`src/rtl/dds_sweep_ctrl.sv`:
```
// rtl/dds_sweep_ctrl.sv - frequency-word sweep controller driving a DDS
//
// Purpose: steps a DDS frequency word from f_start to f_stop in increments of
// step, holding each word for dwell cycles. Supports up-once, up-repeat
// (sawtooth) and triangle sweeps with hold/pause and abort.
//
// Ports:
//   clk, rst_n          clock, asynchronous active-low reset
//   start, stop, hold   sweep control (stop has priority)
//   mode                00 up-once, 01 up-repeat, 10 triangle, 11 invalid
//   f_start, f_stop     sweep bounds (frequency words)
//   step                frequency-word increment
//   dwell               cycles per word (0 behaves as 1)
//   frq_w               registered frequency word to the DDS
//   freq_upd            pulse in the cycle frq_w takes a newly loaded value
//   busy                high while running or paused
//   done                pulse when an up-once sweep completes
//   err                 pulse when a start is rejected for a bad config
module dds_sweep_ctrl #(
    parameter int FW_W    = 6,
    parameter int DWELL_W = 24
) (
    input  logic               clk,
    input  logic               rst_n,
    input  logic               start,
    input  logic               stop,
    input  logic               hold,
    input  logic [1:0]         mode,
    input  logic [FW_W-1:0]    f_start,
    input  logic [FW_W-1:0]    f_stop,
    input  logic [FW_W-1:0]    step,
    input  logic [DWELL_W-1:0] dwell,
    output logic [FW_W-1:0]    frq_w,
    output logic               freq_upd,
    output logic               busy,
    output logic               done,
    output logic               err
);

    typedef enum logic [1:0] {
        S_IDLE  = 2'd0,
        S_RUN   = 2'd1,
        S_PAUSE = 2'd2,
        S_DONE  = 2'd3
    } state_t;

    localparam logic [1:0]         MODE_ONCE   = 2'b00;
    localparam logic [1:0]         MODE_REPEAT = 2'b01;
    localparam logic [1:0]         MODE_BAD    = 2'b11;
    localparam logic [DWELL_W-1:0] CNT_ONE     = DWELL_W'(1);

    state_t              state_q, state_d;
    logic [FW_W-1:0]     frq_q, frq_d;
    logic [DWELL_W-1:0]  cnt_q, cnt_d;
    logic                dir_down_q, dir_down_d;
    logic [1:0]          mode_q, mode_d;
    logic [FW_W-1:0]     fs_q, fs_d;
    logic [FW_W-1:0]     fe_q, fe_d;
    logic [FW_W-1:0]     step_q, step_d;
    logic [DWELL_W-1:0]  dwell_q, dwell_d;
    logic                upd_q, upd_d;
    logic                err_q, err_d;

    logic                cfg_ok;
    logic [DWELL_W-1:0]  dwell_eff;
    logic [FW_W:0]       up_sum;
    logic signed [FW_W+1:0] down_diff;
    logic [FW_W-1:0]     up_nxt;
    logic [FW_W-1:0]     down_nxt;
    logic                expire;

    assign cfg_ok    = (f_start <= f_stop) && (step != '0) && (mode != MODE_BAD);
    assign dwell_eff = (dwell == '0) ? CNT_ONE : dwell;

    // Up step saturates at f_stop; one extra bit keeps the sum from wrapping.
    assign up_sum = {1'b0, frq_q} + {1'b0, step_q};
    assign up_nxt = (up_sum > {1'b0, fe_q}) ? fe_q : up_sum[FW_W-1:0];

    // Down step saturates at f_start; signed difference catches underflow.
    assign down_diff = $signed({2'b00, frq_q}) - $signed({2'b00, step_q});
    assign down_nxt  = (down_diff < $signed({2'b00, fs_q})) ? fs_q : down_diff[FW_W-1:0];

    always_comb begin
        state_d    = state_q;
        frq_d      = frq_q;
        cnt_d      = cnt_q;
        dir_down_d = dir_down_q;
        mode_d     = mode_q;
        fs_d       = fs_q;
        fe_d       = fe_q;
        step_d     = step_q;
        dwell_d    = dwell_q;
        upd_d      = 1'b0;
        err_d      = 1'b0;
        expire     = 1'b0;

        case (state_q)
            S_IDLE: begin
                if (!stop && start) begin
                    if (cfg_ok) begin
                        mode_d     = mode;
                        fs_d       = f_start;
                        fe_d       = f_stop;
                        step_d     = step;
                        dwell_d    = dwell_eff;
                        frq_d      = f_start;
                        upd_d      = 1'b1;
                        dir_down_d = 1'b0;
                        cnt_d      = dwell_eff;
                        state_d    = S_RUN;
                    end else begin
                        err_d = 1'b1;
                    end
                end
            end
            S_RUN: begin
                if (stop) begin
                    state_d = S_IDLE;
                end else begin
                    state_d = hold ? S_PAUSE : S_RUN;
                    // An expiring word still steps when hold arrives with it.
                    if (cnt_q == CNT_ONE) begin
                        expire = 1'b1;
                    end else if (!hold) begin
                        cnt_d = cnt_q - CNT_ONE;
                    end
                end
            end
            S_PAUSE: begin
                if (stop) begin
                    state_d = S_IDLE;
                end else if (!hold) begin
                    // The release cycle counts as a run cycle, so the word is
                    // held exactly dwell plus the number of hold cycles.
                    state_d = S_RUN;
                    if (cnt_q == CNT_ONE) begin
                        expire = 1'b1;
                    end else begin
                        cnt_d = cnt_q - CNT_ONE;
                    end
                end
            end
            default: begin
                state_d = S_IDLE;
            end
        endcase

        if (expire) begin
            cnt_d = dwell_q;
            upd_d = 1'b1;
            if (!dir_down_q) begin
                if (frq_q == fe_q) begin
                    case (mode_q)
                        MODE_ONCE: begin
                            state_d = S_DONE;
                            upd_d   = 1'b0;
                        end
                        MODE_REPEAT: begin
                            frq_d = fs_q;
                        end
                        default: begin
                            dir_down_d = 1'b1;
                            frq_d      = down_nxt;
                        end
                    endcase
                end else begin
                    frq_d = up_nxt;
                end
            end else begin
                if (frq_q == fs_q) begin
                    dir_down_d = 1'b0;
                    frq_d      = up_nxt;
                end else begin
                    frq_d = down_nxt;
                end
            end
        end
    end

    always_ff @(posedge clk or negedge rst_n) begin
        if (!rst_n) begin
            state_q    <= S_IDLE;
            frq_q      <= '0;
            cnt_q      <= '0;
            dir_down_q <= 1'b0;
            mode_q     <= '0;
            fs_q       <= '0;
            fe_q       <= '0;
            step_q     <= '0;
            dwell_q    <= '0;
            upd_q      <= 1'b0;
            err_q      <= 1'b0;
        end else begin
            state_q    <= state_d;
            frq_q      <= frq_d;
            cnt_q      <= cnt_d;
            dir_down_q <= dir_down_d;
            mode_q     <= mode_d;
            fs_q       <= fs_d;
            fe_q       <= fe_d;
            step_q     <= step_d;
            dwell_q    <= dwell_d;
            upd_q      <= upd_d;
            err_q      <= err_d;
        end
    end

    assign frq_w    = frq_q;
    assign freq_upd = upd_q;
    assign busy     = (state_q == S_RUN) || (state_q == S_PAUSE);
    assign done     = (state_q == S_DONE);
    assign err      = err_q;

endmodule
```
`config.mk`:
```
export PLATFORM = sky130hd
export DESIGN_NAME = dds_sweep_ctrl
export DESIGN_NICKNAME = d
export VERILOG_FILES = /design/src/rtl/dds_sweep_ctrl.sv
export SDC_FILE = /design/constraint.sdc
export NUM_CORES = 1
export LEC_CHECK = 0
export BUFFER_PORTS_ARGS = -buffer_cell sky130_fd_sc_hd__buf_2
export CORE_MARGIN = 5
export CORE_UTILIZATION = 30
export DETAILED_ROUTE_END_ITERATION = 6
export PLACE_DENSITY_LB_ADDON = 0.3
export SLEW_MARGIN = 20
export SYNTH_ARGS = -nofsm -noshare
export SYNTH_HDL_FRONTEND = slang
export SYNTH_SLANG_ARGS = --single-unit
```
`constraint.sdc`:
```
create_clock -name clk -period 3.3 [get_ports clk]
set_clock_uncertainty 0.1 [all_clocks]
set_input_delay 0.66 -clock clk [delete_from_list [all_inputs] [get_ports clk]]
set_output_delay 0.66 -clock clk [all_outputs]
set_load 0.02 [all_outputs]
```
==> impl_metrics.env, run 1 <==
export IMPL_outcome="complete, but fails checks"
export IMPL_failed_checks="setup timing"
export IMPL_synth_fp_nets=722
export IMPL_diodes=0
export IMPL_drv_cap=0
export IMPL_clk_path_buf_depth=2
export IMPL_antenna_found_initial=1
export IMPL_worst_pin_slew_ns=0.714
export IMPL_routabilityCongestion=0.931
export IMPL_peakVddDrop_mv=0.561
export IMPL_ios=59
export IMPL_routed_top_layer="met5"
export IMPL_synth_flop_cell="dfrtp_1"
export IMPL_rsz0062_at_grt="true"
export IMPL_tritoncts="done"
export IMPL_cts_sinks=79
export IMPL_nets=818
export IMPL_critical_path_required_ns=3.43
export IMPL_pre_cts_slack_ns=-0.161
export IMPL_hp_class="in2async"
export IMPL_utilization=0.382
export IMPL_port_buffers=58
export IMPL_final_fill_count=1926
export IMPL_hold_buffers=0
export IMPL_fmax_mhz=302
export IMPL_num_vias=5138
export IMPL_syn2layout_area_growth_pct=25.2
export IMPL_grt_pass1_vias=5016
export IMPL_synthCells=635
export IMPL_clock_root_buffer="clkbuf_16"
export IMPL_die_area_sq_mm=0.0220
export IMPL_dr_first_iter_drc_count=320
export IMPL_num_rows=50
export IMPL_htreeDepth=3
export IMPL_path_cells="inv_2 -> ha_4 -> inv_2 -> fa_2 -> a21o_1 -> a211oi_2 -> nor2_1 -> ha_1 -> a21o_1 -> a221oi_4 -> buf_4 -> nor2_2 -> mux2i_1 -> o32ai_2 -> o31a_1"
export IMPL_p_leak_nw=3.07
export IMPL_setup_viol=3
export IMPL_finalPower_mw=9.07
export IMPL_synth_cell_types=64
export IMPL_slowest_stage="dfrtp_2"
export IMPL_synth_area_sq_mm=0.00573
export IMPL_cp_arrival_ns=3.44
export IMPL_vias_per_cell=5.30
export IMPL_ys_seq_area_frac=0.345
export IMPL_period_share=1.00
export IMPL_ys_ff_latch=79
export IMPL_mostFrequentLayoutCell="dfrtp_1"
export IMPL_grt_usage=0.151
export IMPL_yosys_warnings=0
export IMPL_hold_viol=0
export IMPL_die_height_um=148
export IMPL_wire_per_inst_um=17.0
export IMPL_worst_slack_ns=-0.0158
export IMPL_max_slew_margin=0.512
export IMPL_cp_slowest_stage_delay_ns=0.42
export IMPL_powerDensity_mw_per_mm2=1260
export IMPL_wl_met1_um=7310
export IMPL_wl_met3_um=694
export IMPL_async_flop_share=1.00
export IMPL_grt_pass1_wl_um=26500
export IMPL_clk_pin_slew_ns=0.07
export IMPL_critPathLaunchType="flop"
export IMPL_dr_pass1_iters=6
export IMPL_critPathKind="reg2reg"
export IMPL_critPathCaptureType="flop"
export IMPL_ant_nets=0
export IMPL_slew_violations=0
export IMPL_synth_edff_count=0
export IMPL_die_x_um=148
export IMPL_dr_wl_met2_um=7940
export IMPL_cts_made_buffers=9
export IMPL_critPathMaxFanout=3
export IMPL_wl_um=16500
export IMPL_worst_hold_slack_ns=0.217
export IMPL_core_area_sq_mm=0.0188
export IMPL_drc=0
export IMPL_clock_latency_ns=0.35
export IMPL_grt_ovfl_total=0
export IMPL_layout_common_cells="77 x dfrtp_1, 57 x buf_2, 57 x buf_4, 47 x o21ai_0, 46 x nor2_1"
export IMPL_avgSynthCellArea_sq_um=9.03
export IMPL_r2r_cells=15
export IMPL_initial_core_util=0.305
export IMPL_dp_final_hpwl_um=12300
export IMPL_grt_max_degree=57
export IMPL_fin_crit_ns=3.32
export IMPL_drive_gt1_frac=0.311
registers in the layout, summed over array words and instances, names as in the netlist:
name        flops
fe_q            6
dir_down_q      1
err             1
mode_q          2
state_q         2
fs_q            6
frq_w           6
step_q          6
freq_upd        1
cnt_q          24
dwell_q        24
stage by stage:
stage / area, sq um / cells / TNS, ns
global placement: 6630 / 945 / -0.497
floorplan: 5780 / 635 / -0.154
finish: 7180 / 970 / -0.0352
CTS: 7030 / 964 / -0.108
detailed placement: 6630 / 945 / -0.616
global route: 7180 / 970 / -0.795
worst max-delay path, delay by kind of cell (launching register included):
kind / cells / cell delay (ns)
DFF: 1 / 0.42
and+or+nand+nor: 2 / 0.14
AOI/OAI and AO/OA: 6 / 1.25
muxes: 1 / 0.22
adders and majority gates: 3 / 0.78
buffers and inverters: 3 / 0.28
where the power goes:
part | leakage, nW | switching [mW] | total, mW | internal, mW
logic | 1.98 | 3.20 | 6.18 | 2.98
registers | 0.958 | 0.489 | 1.93 | 1.45
clock network | 0.129 | 0.442 | 0.959 | 0.517
total | 3.07 | 4.13 | 9.07 | 4.94
layout make-up:
type / count / area (sq um) / share of cell area
Tap cell: 234 / 293 / 0.0408
Timing Repair Buffer: 116 / 753 / 0.105
Multi-Input combinational cell: 488 / 3730 / 0.520
Clock inverter: 7 / 57.6 / 0.00802
Sequential cell: 79 / 1980 / 0.276
Clock buffer: 9 / 225 / 0.0314
Inverter: 37 / 139 / 0.0194
path summary, 6_finish.rpt:
| path | from | end | slack [ns] |
|---|---|---|---|
| max | frq_w[0]$_DFF_PN0_ | frq_w[0]$_DFF_PN0_ | -0.02 |
| min | rst_n | dwell_q[15]$_DFFE_PN0P_ | 0.22 |
| max reg2reg | frq_w[0]$_DFF_PN0_ | frq_w[0]$_DFF_PN0_ | -0.02 |
| min reg2reg | dwell_q[0]$_DFFE_PN0P_ | dwell_q[0]$_DFFE_PN0P_ | 0.39 |
| max in group asynchronous | rst_n | cnt_q[5]$_DFFE_PN0P_ | 2.14 |
| min in group clk | dwell_q[0]$_DFFE_PN0P_ | dwell_q[0]$_DFFE_PN0P_ | 0.39 |
routing by layer:
metal,vias up,global-route usage
met5,-,0
met3,34,0.0280
met2,139,0.248
met4,2,0.0587
li1,2542,-
met1,2421,0.196
kinds of logic after synthesis:
logic type	after synthesis	synth area share
compound gates	189	0.219
simple gates	179	0.160
xor+xnor	36	0.0550
fa+ha+maj	38	0.0856
buf+inv	68	0.0461
flops	79	0.345
mux	46	0.0895
repair_timing:
item	in CTS	in global routing
pin swaps	20	17
endpoints found under the setup margin	6	6
buffers inserted	3	6
gates resized for setup	25	21
gates cloned	0	0
Yosys cell counts, types with 4 or more instances:
master,instances,area (sq um)
nor2_1,47,176
clkbuf_1,23,86.3
nor3_1,18,90.1
a21oi_1,33,165
ha_1,36,450
nor2b_1,10,62.6
or4_1,4,30.0
o21bai_1,4,30.0
inv_1,37,139
or3_1,4,25.0
o31ai_1,20,150
nand2_1,34,128
nand2b_1,5,31.3
a21o_1,8,60.1
or2_2,4,25.0
mux2i_1,4,40.0
a211oi_1,22,165
nand4_1,5,31.3
xnor2_1,29,254
buf_2,7,35.0
mux2_2,42,473
xor2_1,7,61.3
nand3_1,19,95.1
o21ai_0,52,260
nor4_1,15,93.8
dfrtp_1,79,1980
(Power assumes the default switching activity.)
==> inputs of run 2 (changes only) <==
Clock period 3.3 ns to 3.7 ns, I/O delays scaled along.
==> run 2 against run 1 <==
Effect of this change:
- the flow now finishes without violations
- non-clock buffer count fell by 28
- die area did not move
- core utilization shrank 2.4 points
- combinational power is 29% lower
- flip-flop and latch count did not move
- final area shrank 6.2%
- via count fell by 1.5%
- clock power decreased by 5.3%
==> impl_metrics.env, run 2 (same netlist as run 1, synthesis figures left out) <==
export IMPL_port_buffers=58
export IMPL_diodes=0
export IMPL_finalPower_mw=7.04
export IMPL_fin_crit_ns=3.52
export IMPL_fmax_mhz=284
export IMPL_syn2layout_area_growth_pct=17.4
export IMPL_r2r_start="frq_w[1]$_DFF_PN0_"
export IMPL_grt_pass1_vias=4961
export IMPL_dr_first_iter_drc_count=471
export IMPL_rr_endpoint="frq_w[0]$_DFF_PN0_"
export IMPL_layout_cells_non_filler=942
export IMPL_hold_buffers=0
export IMPL_vias_per_cell=5.37
export IMPL_setup_viol=0
export IMPL_die_x_um=148
export IMPL_layout_common_cells="77 x dfrtp_1, 57 x buf_2, 52 x o21ai_0, 47 x nor2_1, 42 x mux2_2"
export IMPL_clk_pin_slew_ns=0.06
export IMPL_antenna_found_initial=0
export IMPL_slowest_stage="dfrtp_2"
export IMPL_tritoncts="done"
export IMPL_clock_latency_ns=0.35
export IMPL_slew_violations=0
export IMPL_placedCellCount=926
export IMPL_cp_depth=13
export IMPL_hold_viol=0
export IMPL_powerDensity_mw_per_mm2=1050
export IMPL_hp_class="in2async"
export IMPL_dr_pass1_iters=5
export IMPL_routabilityCongestion=0.924
export IMPL_period_share=0.950
export IMPL_die_area_sq_mm=0.0220
export IMPL_grt_usage=0.151
export IMPL_die_height_um=148
export IMPL_cts_made_buffers=9
export IMPL_path_cells="ha_1 -> nor2b_1 -> o31a_1 -> o311ai_1 -> buf_4 -> ha_1 -> and3_1 -> a221oi_1 -> buf_4 -> nor4_1 -> a311o_1 -> o32a_1 -> o31a_1"
export IMPL_drive_gt1_frac=0.229
export IMPL_p_leak_nw=2.90
export IMPL_grt_max_degree=52
export IMPL_num_rows=50
export IMPL_grt_ovfl_total=0
export IMPL_peakVddDrop_mv=0.501
export IMPL_layout_area_seq_sq_mm=0.00198
export IMPL_routed_top_layer="met4"
export IMPL_post_cts_setup_buffer_count=0
export IMPL_placed_area_sq_mm=0.00642
export IMPL_critPathKind="reg2reg"
export IMPL_wl_met3_um=773
export IMPL_critical_path_required_ns=3.83
export IMPL_rsz0062_at_grt="false"
export IMPL_wl_met1_um=7120
export IMPL_dp_final_hpwl_um=12300
export IMPL_mostFrequentLayoutCell="dfrtp_1"
export IMPL_wire_per_inst_um=16.9
export IMPL_dr_wl_met2_um=7680
export IMPL_cp_arrival_ns=3.65
export IMPL_ant_nets=0
export IMPL_tns_ns=0
export IMPL_cp_slowest_stage_delay_ns=0.45
export IMPL_ios=59
export IMPL_cpLargestDelayFamily="compound AO/OA/AOI/OAI gates"
export IMPL_worst_pin_slew_ns=0.676
export IMPL_wl_um=16000
export IMPL_num_vias=5059
export IMPL_core_area_sq_mm=0.0188
export IMPL_critPathLaunchType="flop"
export IMPL_reg_largest_list="cnt_q x24, dwell_q x24"
export IMPL_clk_path_buf_depth=2
export IMPL_htreeDepth=3
export IMPL_clock_root_buffer="clkbuf_16"
export IMPL_nets=790
export IMPL_multi_input_area_sq_mm=0.00350
export IMPL_initial_core_util=0.305
export IMPL_outcome="finished, final reports clean"
export IMPL_drv_cap=0
export IMPL_max_slew_margin=0.549
export IMPL_grt_pass1_wl_um=26300
export IMPL_ff2ff_setup_slack_ns=0.18
export IMPL_path_buf_inv=2
export IMPL_r2r_cells=13
export IMPL_final_fill_count=1965
export IMPL_critPathMaxFanout=5
export IMPL_drc=0
export IMPL_critPathCaptureType="flop"
export IMPL_cts_sinks=79
export IMPL_fin_area_sq_mm=0.00673
[run 2: changes by cell type in the layout (fill, tap and decap cells not counted), sizes merged]
cell      delta
clkinvlp     -2
buf         -28
inv          -1
bufinv       +1
clkbuf       +2
[run 2: worst reg2reg max path, stage by stage (launching register included)]
cell and delay (ns):
dfrtp_2 0.45, ha_1 0.33, nor2b_1 0.16, o31a_1 0.25
o311ai_1 0.31, buf_4 0.18, ha_1 0.23, and3_1 0.16
a221oi_1 0.28, buf_4 0.19, nor4_1 0.05, a311o_1 0.28
o32a_1 0.33, o31a_1 0.11
[run 2: worst max path at each step]
stage                     startpoint                 end  slack [ns]
2_1_floorplan     frq_w[0]$_DFF_PN0_  frq_w[0]$_DFF_PN0_        0.02
3_3_place_gp   step_q[1]$_DFFE_PN0P_  frq_w[0]$_DFF_PN0_        0.14
3_5_place_dp      frq_w[0]$_DFF_PN0_  frq_w[0]$_DFF_PN0_        0.13
4_1_cts        step_q[1]$_DFFE_PN0P_  frq_w[0]$_DFF_PN0_        0.06
5_1_grt        step_q[1]$_DFFE_PN0P_  frq_w[0]$_DFF_PN0_        0.03
6_report          frq_w[1]$_DFF_PN0_  frq_w[0]$_DFF_PN0_        0.18
[run 2: area by class of cell]
cell class	instances	area share
Timing Repair Buffer	88	0.0770
Inverter	37	0.0206
Sequential cell	79	0.294
Clock inverter	5	0.00837
Clock buffer	11	0.0361
Multi-Input combinational cell	488	0.520
Tap cell	234	0.0435
[run 2: timing repair]
| item | 4_1_cts | 5_1_grt |
|---|---|---|
| setup endpoints to repair | 0 | 4 |
| hold endpoints to repair | 0 | 0 |
| gates resized for setup | 0 | 5 |
[run 2: metrics by stage]
step | hold WS (ns) | setup slack, ns | utilization
floorplan | 0.344 | 0.0234 | -
global placement | 0.365 | 0.136 | 0.342
detailed placement | 0.383 | 0.127 | 0.342
CTS | 0.352 | 0.0605 | 0.358
global route | 0.391 | 0.0317 | 0.359
finish | 0.332 | 0.184 | 0.359
[run 2: power breakdown]
part / internal, mW / switching, mW / leakage, nW / total (mW)
clock network: 0.541 / 0.367 / 0.146 / 0.908
registers: 1.29 / 0.434 / 0.958 / 1.72
logic: 2.01 / 2.40 / 1.79 / 4.41
[run 2: per-layer routing]
| metal | global-route usage | vias to the layer above |
|---|---|---|
| li1 | - | 2493 |
| met1 | 0.195 | 2420 |
| met2 | 0.250 | 117 |
| met3 | 0.0341 | 29 |
| met4 | 0.0513 | 0 |
| met5 | 0 | - |
==> inputs of run 3 (changes only) <==
Settings changed: CELL_PAD_IN_SITES_DETAIL_PLACEMENT set to 0, CELL_PAD_IN_SITES_GLOBAL_PLACEMENT set to 1.
==> run 3 against run 2 <==
Effect of this change:
- critical path depth up 2
- first-iteration DRC count decreased by 35%
- core utilization increased by 0.10 points
- final area increased by 0.28%
- via count fell by 1.6%
- final cell count fell by 0.74%
==> impl_metrics.env, run 3 (same netlist as run 1, synthesis figures left out) <==
export IMPL_worst_pin_slew_ns=0.761
export IMPL_htreeDepth=3
export IMPL_max_slew_margin=0.492
export IMPL_fmax_mhz=282
export IMPL_power_frac_comb=0.619
export IMPL_critical_path_required_ns=3.83
export IMPL_period_share=0.959
export IMPL_finalPower_mw=7.23
export IMPL_grt_pass1_vias=5116
export IMPL_cts_made_buffers=9
export IMPL_peakVddDrop_mv=0.482
export IMPL_cp_arrival_ns=3.67
export IMPL_initial_core_util=0.305
export IMPL_dr_first_iter_drc_count=306
export IMPL_seqPwrFrac=0.239
export IMPL_critPathMaxFanout=5
export IMPL_cts_sinks=79
export IMPL_tritoncts="done"
export IMPL_reg_largest_list="cnt_q x24, dwell_q x24"
export IMPL_fin_crit_ns=3.55
export IMPL_port_buffers=58
export IMPL_die_area_sq_mm=0.0220
export IMPL_dr_pass1_iters=5
export IMPL_diodes=0
export IMPL_antenna_found_initial=0
export IMPL_mostFrequentLayoutCell="dfrtp_1"
export IMPL_syn2layout_area_growth_pct=17.7
export IMPL_switchingPower_mw=3.29
export IMPL_dp_final_hpwl_um=12500
export IMPL_clk_path_buf_depth=2
export IMPL_clock_root_buffer="clkbuf_16"
export IMPL_cts_resized=1
export IMPL_grt_usage=0.157
export IMPL_post_cts_setup_buffer_count=0
export IMPL_worst_hold_slack_ns=0.341
export IMPL_ios=59
export IMPL_drive_gt1_frac=0.225
export IMPL_wire_per_inst_um=18.0
export IMPL_layout_common_cells="77 x dfrtp_1, 57 x buf_2, 52 x o21ai_0, 47 x nor2_1, 42 x mux2_2"
export IMPL_outcome="finished, final reports clean"
export IMPL_power_share_switching=0.455
export IMPL_grt_ovfl_total=0
export IMPL_grt_pass1_wl_um=27600
export IMPL_p_leak_nw=2.90
export IMPL_vias_per_cell=5.32
export IMPL_hold_buffers=0
export IMPL_wl_um=16900
export IMPL_num_rows=50
export IMPL_setup_viol=0
export IMPL_ant_nets=0
export IMPL_clock_power_share=0.142
export IMPL_clock_latency_ns=0.34
export IMPL_critPathLaunchType="flop"
export IMPL_drc=0
export IMPL_intPower_mw=3.94
export IMPL_grt_max_degree=80
export IMPL_hp_class="in2async"
export IMPL_die_height_um=148
export IMPL_utilization=0.360
export IMPL_powerDensity_mw_per_mm2=1070
export IMPL_clk_pin_slew_ns=0.06
export IMPL_slew_violations=0
export IMPL_hold_viol=0
export IMPL_routabilityCongestion=0.888
export IMPL_critPathCaptureType="flop"
export IMPL_core_area_sq_mm=0.0188
export IMPL_critPathKind="reg2reg"
export IMPL_nets=783
export IMPL_num_vias=4976
export IMPL_drv_cap=0
export IMPL_die_x_um=148
-- run 3: cell types whose count changed in the layout (fill, tap and decap cells not counted), sizes merged --
cell,delta
bufinv,+1
clkinv,-2
clkinvlp,-1
clkbuf,+3
buf,-7
inv,-1
-- run 3: final cells by class --
type | instances | area [sq um]
clock buffers | 14 | 284
clock inverters | 2 | 60.1
fillers | 1930 | 12000
inverters | 37 | 139
multi-input cells | 488 | 3520
flip-flops and latches | 79 | 1980
well taps | 234 | 293
repair buffers | 81 | 469
-- run 3: through the flow --
step           setup TNS (ns)  setup WS, ns  instances  area [sq um]
4_1_cts                     0       0.00204        935          6720
2_1_floorplan               0        0.0234        635          5730
3_5_place_dp                0        0.0144        919          6370
6_report                    0         0.152        935          6750
5_1_grt               -0.0123      -0.00856        935          6750
3_3_place_gp                0        0.0635        919          6370
-- run 3: metal layers --
metal | up-vias | share of wire | track usage
met3 | 25 | 0.025 | 0.0244
met2 | 74 | 0.50 | 0.272
met4 | 0 | 0.019 | 0.0471
met5 | - | 0 | 0
met1 | 2409 | 0.45 | 0.203
li1 | 2468 | - | -
-- run 3: critical path: stages (launching register included) --
cell and delay [ns]:
dfrtp_2 0.41, inv_1 0.06, ha_1 0.16, inv_1 0.05, fa_1 0.44, a21o_1 0.19, a211oi_1 0.23, nor2_1 0.10
ha_1 0.29, a21o_1 0.17, a221oi_1 0.29, buf_4 0.18, nor4_1 0.05, a311o_1 0.28, o32a_1 0.32, o31a_1 0.10
-- run 3: path summary, 6_finish.rpt --
check                                       start                      end  slack, ns  depth (start not counted)
max                            frq_w[0]$_DFF_PN0_       frq_w[0]$_DFF_PN0_       0.15                         15
max in group asynchronous                   rst_n       frq_w[1]$_DFF_PN0_       2.60                          1
min in group clk           dwell_q[0]$_DFFE_PN0P_   dwell_q[0]$_DFFE_PN0P_       0.39                          2
max reg2reg                    frq_w[0]$_DFF_PN0_       frq_w[0]$_DFF_PN0_       0.15                         15
min                                         rst_n  dwell_q[16]$_DFFE_PN0P_       0.34                          1
min reg2reg                dwell_q[0]$_DFFE_PN0P_   dwell_q[0]$_DFFE_PN0P_       0.39                          2
-- run 3: power by group through the flow --
stage | Clock (mW) | Combinational (mW) | Sequential, mW
floorplan | 0 | 3.12 | 1.64
global placement | 0 | 4.29 | 1.72
detailed placement | 0 | 4.37 | 1.74
CTS | 1.06 | 4.40 | 1.73
global route | 1.09 | 5.01 | 1.80
finish | 1.03 | 4.48 | 1.73
